[src/rtl/rps_pkg.sv]
`default_nettype none
// rps_pkg: state, result and move encodings shared by the RPS match controller.
// Revision: 1.0
package rps_pkg;

  typedef enum logic [2:0] {
    ST_IDLE    = 3'd0,
    ST_COLLECT = 3'd1,
    ST_JUDGE   = 3'd2,
    ST_REPORT  = 3'd3,
    ST_DONE    = 3'd4
  } state_t;

  localparam logic [1:0] RES_TIE  = 2'b00;
  localparam logic [1:0] RES_P1   = 2'b01;
  localparam logic [1:0] RES_P2   = 2'b10;
  localparam logic [1:0] RES_VOID = 2'b11;

  localparam logic [1:0] WIN_NONE = 2'b00;
  localparam logic [1:0] WIN_P1   = 2'b01;
  localparam logic [1:0] WIN_P2   = 2'b10;

  localparam logic [2:0] MV_R = 3'b100;
  localparam logic [2:0] MV_P = 3'b010;
  localparam logic [2:0] MV_S = 3'b001;

  localparam int TIMEOUT_CYC = 64;

  function automatic logic mv_legal(input logic [2:0] m);
    return (m == MV_R) || (m == MV_P) || (m == MV_S);
  endfunction

  function automatic logic mv_beats(input logic [2:0] a, input logic [2:0] b);
    return ((a == MV_R) && (b == MV_S)) ||
           ((a == MV_S) && (b == MV_P)) ||
           ((a == MV_P) && (b == MV_R));
  endfunction

endpackage
`default_nettype wire

[src/rtl/rps_judge.sv]
`default_nettype none
// rps_judge: combinational round resolution of two moves into a 2-bit result.
// Revision: 1.0
module rps_judge
  import rps_pkg::*;
(
  input  logic [2:0] mv1_i,
  input  logic [2:0] mv2_i,
  output logic [1:0] result_o
);

  logic legal1;
  logic legal2;

  assign legal1 = mv_legal(mv1_i);
  assign legal2 = mv_legal(mv2_i);

  // An illegal move always loses; two illegal moves void the round.
  always_comb begin
    result_o = RES_VOID;
    if (!legal1 && !legal2) begin
      result_o = RES_VOID;
    end else if (!legal1) begin
      result_o = RES_P2;
    end else if (!legal2) begin
      result_o = RES_P1;
    end else if (mv1_i == mv2_i) begin
      result_o = RES_TIE;
    end else if (mv_beats(mv1_i, mv2_i)) begin
      result_o = RES_P1;
    end else begin
      result_o = RES_P2;
    end
  end

endmodule
`default_nettype wire

[src/rtl/rps_match_ctrl.sv]
`default_nettype none
// rps_match_ctrl: best-of match controller for two RPS players; define
// RPS_MATCH_TIMEOUT_EN to forfeit players who do not move within TIMEOUT_CYC. Revision: 1.0
module rps_match_ctrl
  import rps_pkg::*;
#(
  parameter int WIN_TARGET = 3,
  parameter int SCORE_W    = 8
) (
  input  logic               clk,
  input  logic               rst,
  input  logic               start,
  input  logic               mv1_valid,
  input  logic [2:0]         mv1,
  input  logic               mv2_valid,
  input  logic [2:0]         mv2,
  output logic               mv1_ready,
  output logic               mv2_ready,
  output logic [SCORE_W-1:0] score1,
  output logic [SCORE_W-1:0] score2,
  output logic [SCORE_W-1:0] tie_cnt,
  output logic               round_done,
  output logic [1:0]         round_result,
  output logic               match_done,
  output logic [1:0]         match_winner,
  output logic               busy
);

  localparam logic [SCORE_W-1:0] TARGET   = SCORE_W'(WIN_TARGET);
  localparam logic [SCORE_W-1:0] TIE_SAT  = '1;

  state_t             state_q;
  state_t             state_d;
  logic [2:0]         mv1_q;
  logic [2:0]         mv2_q;
  logic               got1_q;
  logic               got2_q;
  logic [SCORE_W-1:0] score1_q;
  logic [SCORE_W-1:0] score2_q;
  logic [SCORE_W-1:0] tie_q;
  logic [1:0]         result_q;
  logic [1:0]         winner_q;
  logic [1:0]         judge_res;
  logic               acc1;
  logic               acc2;
  logic               both_in;
  logic               reached;
  logic               tmo_hit;

  assign acc1     = mv1_valid && mv1_ready;
  assign acc2     = mv2_valid && mv2_ready;
  assign both_in  = (got1_q || acc1) && (got2_q || acc2);
  assign reached  = (score1_q == TARGET) || (score2_q == TARGET);

`ifdef RPS_MATCH_TIMEOUT_EN
  localparam int TMO_W = $clog2(TIMEOUT_CYC + 1);
  logic [TMO_W-1:0] tmo_q;

  // Restarts on every entry to COLLECT because it is held at zero elsewhere.
  always_ff @(posedge clk or posedge rst) begin
    if (rst) begin
      tmo_q <= '0;
    end else if (state_q != ST_COLLECT) begin
      tmo_q <= '0;
    end else begin
      tmo_q <= tmo_q + 1'b1;
    end
  end

  assign tmo_hit = (state_q == ST_COLLECT) && (tmo_q == TMO_W'(TIMEOUT_CYC - 1));
`else
  assign tmo_hit = 1'b0;
`endif

  rps_judge u_judge (
    .mv1_i    (mv1_q),
    .mv2_i    (mv2_q),
    .result_o (judge_res)
  );

  always_ff @(posedge clk or posedge rst) begin
    if (rst) begin
      state_q <= ST_IDLE;
    end else begin
      state_q <= state_d;
    end
  end

  always_comb begin
    state_d = state_q;
    case (state_q)
      ST_IDLE:    if (start) state_d = ST_COLLECT;
      ST_COLLECT: if (both_in || tmo_hit) state_d = ST_JUDGE;
      ST_JUDGE:   state_d = ST_REPORT;
      ST_REPORT:  state_d = reached ? ST_DONE : ST_COLLECT;
      ST_DONE:    state_d = ST_IDLE;
      default:    state_d = ST_IDLE;
    endcase
  end

  always_comb begin
    busy         = (state_q != ST_IDLE);
    mv1_ready    = (state_q == ST_COLLECT) && !got1_q;
    mv2_ready    = (state_q == ST_COLLECT) && !got2_q;
    round_done   = (state_q == ST_REPORT);
    round_result = (state_q == ST_REPORT) ? result_q : RES_TIE;
    match_done   = (state_q == ST_DONE);
    match_winner = winner_q;
    score1       = score1_q;
    score2       = score2_q;
    tie_cnt      = tie_q;
  end

  // Moves are cleared to 000 on entering COLLECT, so a never-latched move reads as illegal.
  always_ff @(posedge clk or posedge rst) begin
    if (rst) begin
      mv1_q  <= '0;
      mv2_q  <= '0;
      got1_q <= 1'b0;
      got2_q <= 1'b0;
    end else if ((state_q != ST_COLLECT) && (state_d == ST_COLLECT)) begin
      mv1_q  <= '0;
      mv2_q  <= '0;
      got1_q <= 1'b0;
      got2_q <= 1'b0;
    end else begin
      if (acc1) begin
        mv1_q  <= mv1;
        got1_q <= 1'b1;
      end
      if (acc2) begin
        mv2_q  <= mv2;
        got2_q <= 1'b1;
      end
    end
  end

  always_ff @(posedge clk or posedge rst) begin
    if (rst) begin
      score1_q <= '0;
      score2_q <= '0;
      tie_q    <= '0;
      result_q <= RES_TIE;
      winner_q <= WIN_NONE;
    end else begin
      case (state_q)
        ST_IDLE: begin
          if (start) begin
            score1_q <= '0;
            score2_q <= '0;
            tie_q    <= '0;
            winner_q <= WIN_NONE;
          end
        end
        ST_JUDGE: begin
          result_q <= judge_res;
          case (judge_res)
            RES_TIE: if (tie_q != TIE_SAT) tie_q <= tie_q + 1'b1;
            RES_P1:  score1_q <= score1_q + 1'b1;
            RES_P2:  score2_q <= score2_q + 1'b1;
            default: ;
          endcase
        end
        ST_REPORT: begin
          if (reached) winner_q <= (score1_q == TARGET) ? WIN_P1 : WIN_P2;
        end
        default: ;
      endcase
    end
  end

endmodule
`default_nettype wire

[config.mk]
export PLATFORM = sky130hd
export DESIGN_NAME = rps_match_ctrl
export DESIGN_NICKNAME = d
export VERILOG_FILES = /design/src/rtl/rps_pkg.sv /design/src/rtl/rps_judge.sv /design/src/rtl/rps_match_ctrl.sv
export SDC_FILE = /design/constraint.sdc
export NUM_CORES = 1
export LEC_CHECK = 0
export ABC_AREA = 1
export CORE_MARGIN = 2
export CORE_UTILIZATION = 50
export DETAILED_ROUTE_END_ITERATION = 7
export GPL_TIMING_DRIVEN = 0
export PLACE_DENSITY = 0.82
export SETUP_SLACK_MARGIN = 0.02
export SKIP_LAST_GASP = 1
export SLEW_MARGIN = 15
export SYNTH_ARGS = -nofsm -noshare
export SYNTH_HDL_FRONTEND = slang
export SYNTH_SLANG_ARGS = --single-unit
export TNS_END_PERCENT = 100
[constraint.sdc]
create_clock -name clk -period 1.8 [get_ports clk]
set_clock_uncertainty 0.15 [all_clocks]
set_input_delay 0.36 -clock clk [delete_from_list [all_inputs] [get_ports clk]]
set_output_delay 0.36 -clock clk [all_outputs]
set_load 0.1 [all_outputs]
======== After elaboration in Yosys (flattened, before gate mapping) ========
Index checks and enable logic that the tools add are counted.
storage, ports and cells
  output and inout bits ................... 33
  word-level logic and storage cells ...... 101
  register bits after elaboration ......... 39
  input port bits ......................... 11
operators by class
  eq/ne operators ......................... 24
  multiplexer cells ....................... 30
  add/subtract/negate cells ............... 3
  reduce and logical (&&, ||, !) cells .... 34
operator list
  cell                 number
  $pmux 8 s2           3
  $mux 8               5
  $add 8x1->8 const B  3
  $mux 3               7
  $mux 2               9
  $eq 8x2->1 const B   2
  $eq 3x1->1 const B   4
  $eq 3x2->1 const B   4
  $pmux 3 s4           1
  $logic_and 1x1->1    10
  $eq 3x3->1 const B   3
  $logic_or 1x1->1     9
  $reduce_and 3->1     3
  $ne 8x8->1 const B   1
  $reduce_bool 2->1    4
  $ne 2x1->1 const B   3
  $ne 2x2->1 const B   3
  $logic_not 1->1      4
  $mux 1               4
  $pmux 2 s2           1
  $reduce_and 4->1     1
  $eq 3x3->1           1
  $logic_not 3->1      1
  $ne 3x1->1 const B   1
  4 further kinds      4

======== Logic depth before layout (Yosys ltp) ========
Gate-level depths: netlist of run 1.
  word-level depth ........................ 12
  depth in mapped cells ................... 12
  depth with buffers taken out ............ 12

======== Modules after synthesis ========
From an unflattened synthesis of run 1, not the netlist that was laid out.
unflattened totals
  cell total of the unflattened synthesis .. 308
  area total of the unflattened synthesis .. 2314.7 um^2
modules (own cells, without submodules)
  module          times used  sequential area each (um^2)  cells each  area each (um^2)
  rps_match_ctrl  1           975.9                        271         2152.1
  rps_judge       1           0.0                          37          162.7

======== Worst setup path after synthesis of run 1 ========
Ideal clock, no wire load.
  path kind ............................... register to output
  from .................................... reg state_q[1]
  to ...................................... out round_result[0]
  buffers on the path ..................... 0
  slack ................................... -1.460 ns
  required time ........................... 1.290 ns
  arrival time ............................ 2.750 ns
  stages on the path, launching flop included .. 5
  path through ............................ dfrtp_1 inv_4 nor3_4 inv_2 nor2_1
between the ends
  longest elaborated chain between the ends .. 2
ends and longest elaborated chain
  what                      RTL line               text
  start: declaration        rps_match_ctrl.sv:32   state_t state_q;
  start signal: assignment  rps_match_ctrl.sv:85   state_q <= state_d;
  $eq 3x2->1                -
  named net round_done      rps_match_ctrl.sv:22   output logic round_done,
  $mux 2                    rps_match_ctrl.sv:106  round_result = (state_q == ST_REPORT) ? result_q : RES_TIE;
  end: declaration          rps_match_ctrl.sv:23   output logic [1:0] round_result,
The timed path passes the listed nets, and every way through them passes these cells.

======== Worst setup path after layout of run 1 ========
  from .................................... reg state_q[1]
  to ...................................... out round_result[1]
between the ends
  longest elaborated chain between the ends .. 2
ends and longest elaborated chain
  what        RTL line
  $eq 3x2->1  rps_match_ctrl.sv:106
  $mux 2      rps_match_ctrl.sv:106
No other way between the ends.

==> impl_metrics.json, run 1 <==
{
  "crit_type": "register to output pin",
  "cts.sinks": 39,
  "synth_compound_area_frac": 0.0413,
  "synthFlopType": "dfrtp_1",
  "synthMuxAreaShare": 0,
  "ir_drop_mv": 0.933,
  "cp_top_family": "flip-flops",
  "final_nets": 425,
  "die_w_um": 73.6,
  "hold_ws_ps": 160,
  "fmax_mhz": 524,
  "max_stage_delay_ps": 410,
  "vias": 2513,
  "grt_setup_unrepaired": "yes",
  "worstPathMaxFanout": 3,
  "fillers": 326,
  "drv_cap": 0,
  "die_area_um2": 5420,
  "io_buffers": 43,
  "clockBufferDepth": 2,
  "synthTopCellsByCount": "nand2_1, nor2_1, dfrtp_1",
  "ys_warn_count": 0,
  "hp-class": "input pin to async pin",
  "pin_count": 44,
  "cts_tree": "done",
  "dp_hpwl_um": 3940,
  "overflow": 0,
  "antenna_cells": 0,
  "r2r-start": "state_q[2]$_DFF_PP0_",
  "grt_pass1_wl_um": 9960,
  "period_minus_slack_ps": 1910,
  "final_max_slew_viol_count": 0,
  "async_flop_share": 1.00,
  "rrSetupSlack_ps": -60,
  "yosys.area.top_type": "dfrtp_1",
  "finalSetupViolCount": 16,
  "reg2regPathDepth": 9,
  "coreArea_um2": 4690,
  "drt_pass1_iterations": 5,
  "yosysMostFrequentCell": "nand2_1",
  "ys_ff_latch": 39,
  "die_h_um": 73.6,
  "worstSetupEndpointType": "output pin",
  "synth_edf_count": 0,
  "post-route-period-util": 1.06,
  "start_kind": "register",
  "drc": 0,
  "crit_arrival_ps": 1400,
  "grt.total_usage": 0.236,
  "synth-seq-area-share": 0.402,
  "synth_fp_nets": 340,
  "area_delta_synth_final_pct": 44.2,
  "worstPathBufferInverterCount": 3,
  "place_inst": 424,
  "clock_latency_ps": 290,
  "clk_pin_slew_ps": 80,
  "synth_top_family_by_area": "simple AND/OR/NAND/NOR gates",
  "stdcell_count": 466,
  "start_util": 0.517,
  "violations": "setup timing",
  "status": "complete, but fails checks",
  "syn-cell-area_um2": 2420,
  "drive_gt1_frac": 0.381,
  "vias_per_cell": 5.39,
  "gp_routability_congestion": 0.814,
  "yosys.area_share.simple": 0.432,
  "yosysTopAreaCellShare": 0.402,
  "first_global_vias": 2244,
  "wirelength_um": 6680,
  "synth_area_leaders": "dfrtp_1, nand2_1, nor2_1, nand3_1, inv_1",
  "reg2reg_to": "got1_q$_DFFE_PP0P_",
  "root_buffer": "clkbuf_8",
  "yosys.area_share.adder": 0.0155,
  "pwr_density_cell_nw_per_um2": 1540,
  "required_ps": 1290,
  "netlist_instances": 326,
  "syn_avg_cell_area_um2": 7.44,
  "fin_ws_ps": -108,
  "cp_slowest_cell": "dfrtp_1",
  "routed_wire_length_per_instance_um": 14.3,
  "hold_viol_final": 0,
  "grt_start_max_net_pins": 31,
  "relSlewSlack": 0.634,
  "synth-xor-area-share": 0.0433,
  "cts_made_buffers": 5,
  "leakagePower_nw": 1.73,
  "h-tree-depth": 2,
  "drt_iter0_drc": 295,
  "antenna_found_initial": 0,
  "worstMarginPinSlew_ps": 551,
  "cp_cell_sequence": "inv_4, nor3_4, inv_2, nor2_4, buf_12",
  "synth_cell_types": 34,
  "num_rows": 25,
  "ant_nets": 0
}
-- what timing repair did --
action | in CTS | in global routing
buffers inserted | 11 | 23
gates resized for setup | 172 | 45
pin swaps | 5 | 14
hold buffers | 0 | 0
setup endpoints to repair | 51 | 46
-- registers in the layout (all words and copies together), names as in the netlist --
register,count
state_q,3
mv2_q,3
mv1_q,3
match_winner,2
score1,8
tie_cnt,8
result_q,2
got2_q,1
got1_q,1
score2,8
-- worst reg2reg max path, stage by stage, from the launching register on --
cell and delay [ps]:
dfrtp_1 420, inv_2 100, buf_4 120, nand3_4 110, o21bai_1 210, nand2_1 100, nand2_1 60, nand3b_1 190
buf_6 200, a21boi_2 140
-- power breakdown --
| part | internal, mW | switching, mW | total, mW |
|---|---|---|---|
| clock | 0.271 | 0.309 | 0.580 |
| sequential | 1.08 | 0.226 | 1.30 |
| combinational | 1.23 | 2.26 | 3.49 |
| total | 2.58 | 2.79 | 5.37 |
-- cells in the final DEF, fill, tap and decap left out, drive strengths merged, types with 2 or more instances in the layout --
cell type      count
nor2              48
o21ai              5
a21oi              3
nand3             37
ha                 3
xor2               9
nand2            108
buf               66
clkdlybuf4s15      3
nand4             16
nor3b              5
clkbuf             6
nand3b             2
o21bai             2
clkdlybuf4s50     10
a21boi             2
clkinv             2
clkdlybuf4s18      2
xnor2              3
inv               34
nor3               4
dfrtp             39
-- metal layers --
layer | GRT usage | up-vias | share of wire
met5 | 0 | - | 0
met4 | 0.0606 | 0 | 0.012
li1 | - | 1223 | -
met2 | 0.402 | 108 | 0.53
met1 | 0.310 | 1173 | 0.40
met3 | 0.0412 | 9 | 0.058
-- logic make-up after synthesis --
group | count (synthesis)
fa+ha+maj | 3
buf+inv | 38
simple gates | 220
xor+xnor | 12
compound gates | 14
flops | 39
-- layout make-up --
class | count | area [um^2] | share of cell area
flip-flops and latches | 39 | 1010 | 0.288
multi-input cells | 249 | 1490 | 0.425
clock inverters | 2 | 12.5 | 0.00358
well taps | 54 | 67.6 | 0.0193
plain buffers | 3 | 27.5 | 0.00787
inverters | 35 | 136 | 0.0390
clock buffers | 6 | 72.6 | 0.0208
repair buffers | 78 | 686 | 0.196
-- metrics by stage --
step                      TNS (ps)  total power [mW]  cell area [um^2]   util  setup WS [ps]
after global routing         -3320              5.65              3500  0.745           -217
after floorplan              -8590              3.33              2530      -           -782
after detailed placement    -13980              3.88              3050  0.651           -800
after CTS                     -333              4.69              3210  0.684           -117
after global placement      -33610              3.83              3030  0.646           -793
final                         -778              5.37              3500  0.745           -108
-- worst max path at each step --
stage | from | endpoint | depth (start not counted)
after floorplan | state_q[1]$_DFF_PP0_ | round_result[0] | 4
after global placement | state_q[1]$_DFF_PP0_ | round_result[1] | 5
after detailed placement | state_q[1]$_DFF_PP0_ | round_result[0] | 5
after CTS | state_q[0]$_DFF_PP0_ | round_result[0] | 5
after global routing | state_q[2]$_DFF_PP0_ | got1_q$_DFFE_PP0P_ | 9
final | state_q[1]$_DFF_PP0_ | round_result[1] | 5
(Power assumes the default switching activity.)
==> run 2, diff against run 1 <==
- ABC_CLOCK_PERIOD_IN_PS: default -> 1800
- CORE_UTILIZATION: 50 -> 53
- PLACE_DENSITY: 0.82 -> 0.86
- SKIP_LAST_GASP: 1 -> default
==> impl_metrics.json, run 2 (same netlist as run 1, synthesis figures left out) <==
{
  "status": "complete, but fails checks",
  "violations": "setup timing",
  "grt_pass1_wl_um": 11300,
  "die_w_um": 71.6,
  "fin_total_pwr_mw": 6.13,
  "vias_per_cell": 6.21,
  "gp_routability_congestion": 0.841,
  "final_common_cell": "nand2_1",
  "cts_tree": "done",
  "h-tree-depth": 2,
  "io_buffers": 43,
  "place_inst": 422,
  "final_max_slew_viol_count": 0,
  "pin_count": 44,
  "ant_nets": 0,
  "worstMarginPinSlew_ps": 543,
  "antenna_found_initial": 0,
  "leakagePower_nw": 1.78,
  "ir_drop_mv": 1.02,
  "start_util": 0.553,
  "fin_setup_tns_ps": -2280,
  "hold_viol_final": 0,
  "hp-class": "input pin to async pin",
  "worstSetupEndpointType": "output pin",
  "cts_made_buffers": 5,
  "cts.sinks": 39,
  "stdcell_count": 461,
  "dp_slack_ps": -852,
  "drt_iter0_drc": 404,
  "die_area_um2": 5130,
  "area_delta_synth_final_pct": 53.6,
  "overflow": 0,
  "drc": 0,
  "antenna_cells": 0,
  "wirelength_um": 9020,
  "drv_cap": 0,
  "root_buffer": "clkbuf_8",
  "routed_wire_length_per_instance_um": 19.6,
  "grt_start_max_net_pins": 31,
  "post-route-period-util": 1.11,
  "clock_latency_ps": 310,
  "finalSetupViolCount": 39,
  "fmax_mhz": 501,
  "coreArea_um2": 4380,
  "drt_pass1_iterations": 6,
  "hold_ws_ps": 147,
  "cts_hold_buf": 0,
  "grt.total_usage": 0.279,
  "drive_gt1_frac": 0.438,
  "fin_ws_ps": -196,
  "final_nets": 422,
  "crit_arrival_ps": 1490,
  "first_global_vias": 2498,
  "relSlewSlack": 0.640,
  "start_kind": "register",
  "period_minus_slack_ps": 2000,
  "dp_hpwl_um": 4170,
  "worstPathMaxFanout": 3,
  "mostFrequentLayoutCells": "nand2_1, nor2_1, inv_1, nand3_1",
  "crit_type": "register to output pin",
  "clockBufferDepth": 2,
  "num_rows": 24,
  "grt_setup_unrepaired": "yes",
  "pwr_density_cell_nw_per_um2": 1650,
  "die_h_um": 71.6,
  "vias": 2864,
  "clk_pin_slew_ps": 90,
  "required_ps": 1290
}
-- run 2: critical path, stage by stage, from the launching register on --
cell and delay [ps]:
dfrtp_1 410, inv_2 80, nor3_4 230, inv_2 110, nor2_4 150, buf_12 180
-- run 2: layout make-up --
| cell class | instances | area (um^2) |
|---|---|---|
| clock buffers | 8 | 100 |
| repair buffers | 73 | 699 |
| fillers | 225 | 659 |
| multi-input cells | 251 | 1680 |
| inverters | 35 | 146 |
| flip-flops and latches | 39 | 1010 |
| plain buffers | 3 | 26.3 |
| well taps | 52 | 65.1 |
-- run 2: final timing paths --
kind                                                   from                           to  slack (ps)  depth (start not counted)
worst max-delay path                   state_q[0]$_DFF_PP0_              round_result[0]        -200                          5
worst min-delay path                                    rst        score1[6]$_DFFE_PP0P_         150                          2
worst max register to register         mv1_q[0]$_DFFE_PP0P_       tie_cnt[3]$_DFFE_PP0P_         -90                         12
worst min register to register  match_winner[1]$_DFFE_PP0P_  match_winner[1]$_DFFE_PP0P_         370                          2
max in group asynchronous                               rst        score2[1]$_DFFE_PP0P_         900                          3
min in group clk                match_winner[1]$_DFFE_PP0P_  match_winner[1]$_DFFE_PP0P_         370                          2
-- run 2: stage by stage --
step / instance area (um^2) / util
2_1_floorplan: 2530 / -
3_3_place_gp: 3030 / 0.691
3_5_place_dp: 3050 / 0.696
4_1_cts: 3290 / 0.750
5_1_grt: 3720 / 0.850
6_report: 3720 / 0.850
-- run 2: per-layer routing --
metal  part of all wire  track usage  wire length [um]
met3              0.092       0.0577               833
met2               0.48        0.461              4350
met1               0.36        0.356              3220
met5                  0            0                 0
met4              0.068        0.119               615
-- run 2: report_power, final --
| part | total, mW | switching [mW] | internal (mW) | leakage, nW |
|---|---|---|---|---|
| Sequential | 1.36 | 0.280 | 1.08 | 0.493 |
| Combinational | 4.08 | 2.70 | 1.38 | 1.23 |
| Clock | 0.693 | 0.342 | 0.351 | 0.0515 |
-- run 2: repair_timing --
action                                  in CTS  in global routing
resized for setup                          177                 94
gates cloned                                 1                  1
pin swaps                                    7                 36
endpoints found under the setup margin      62                 49
buffers inserted                            13                 18
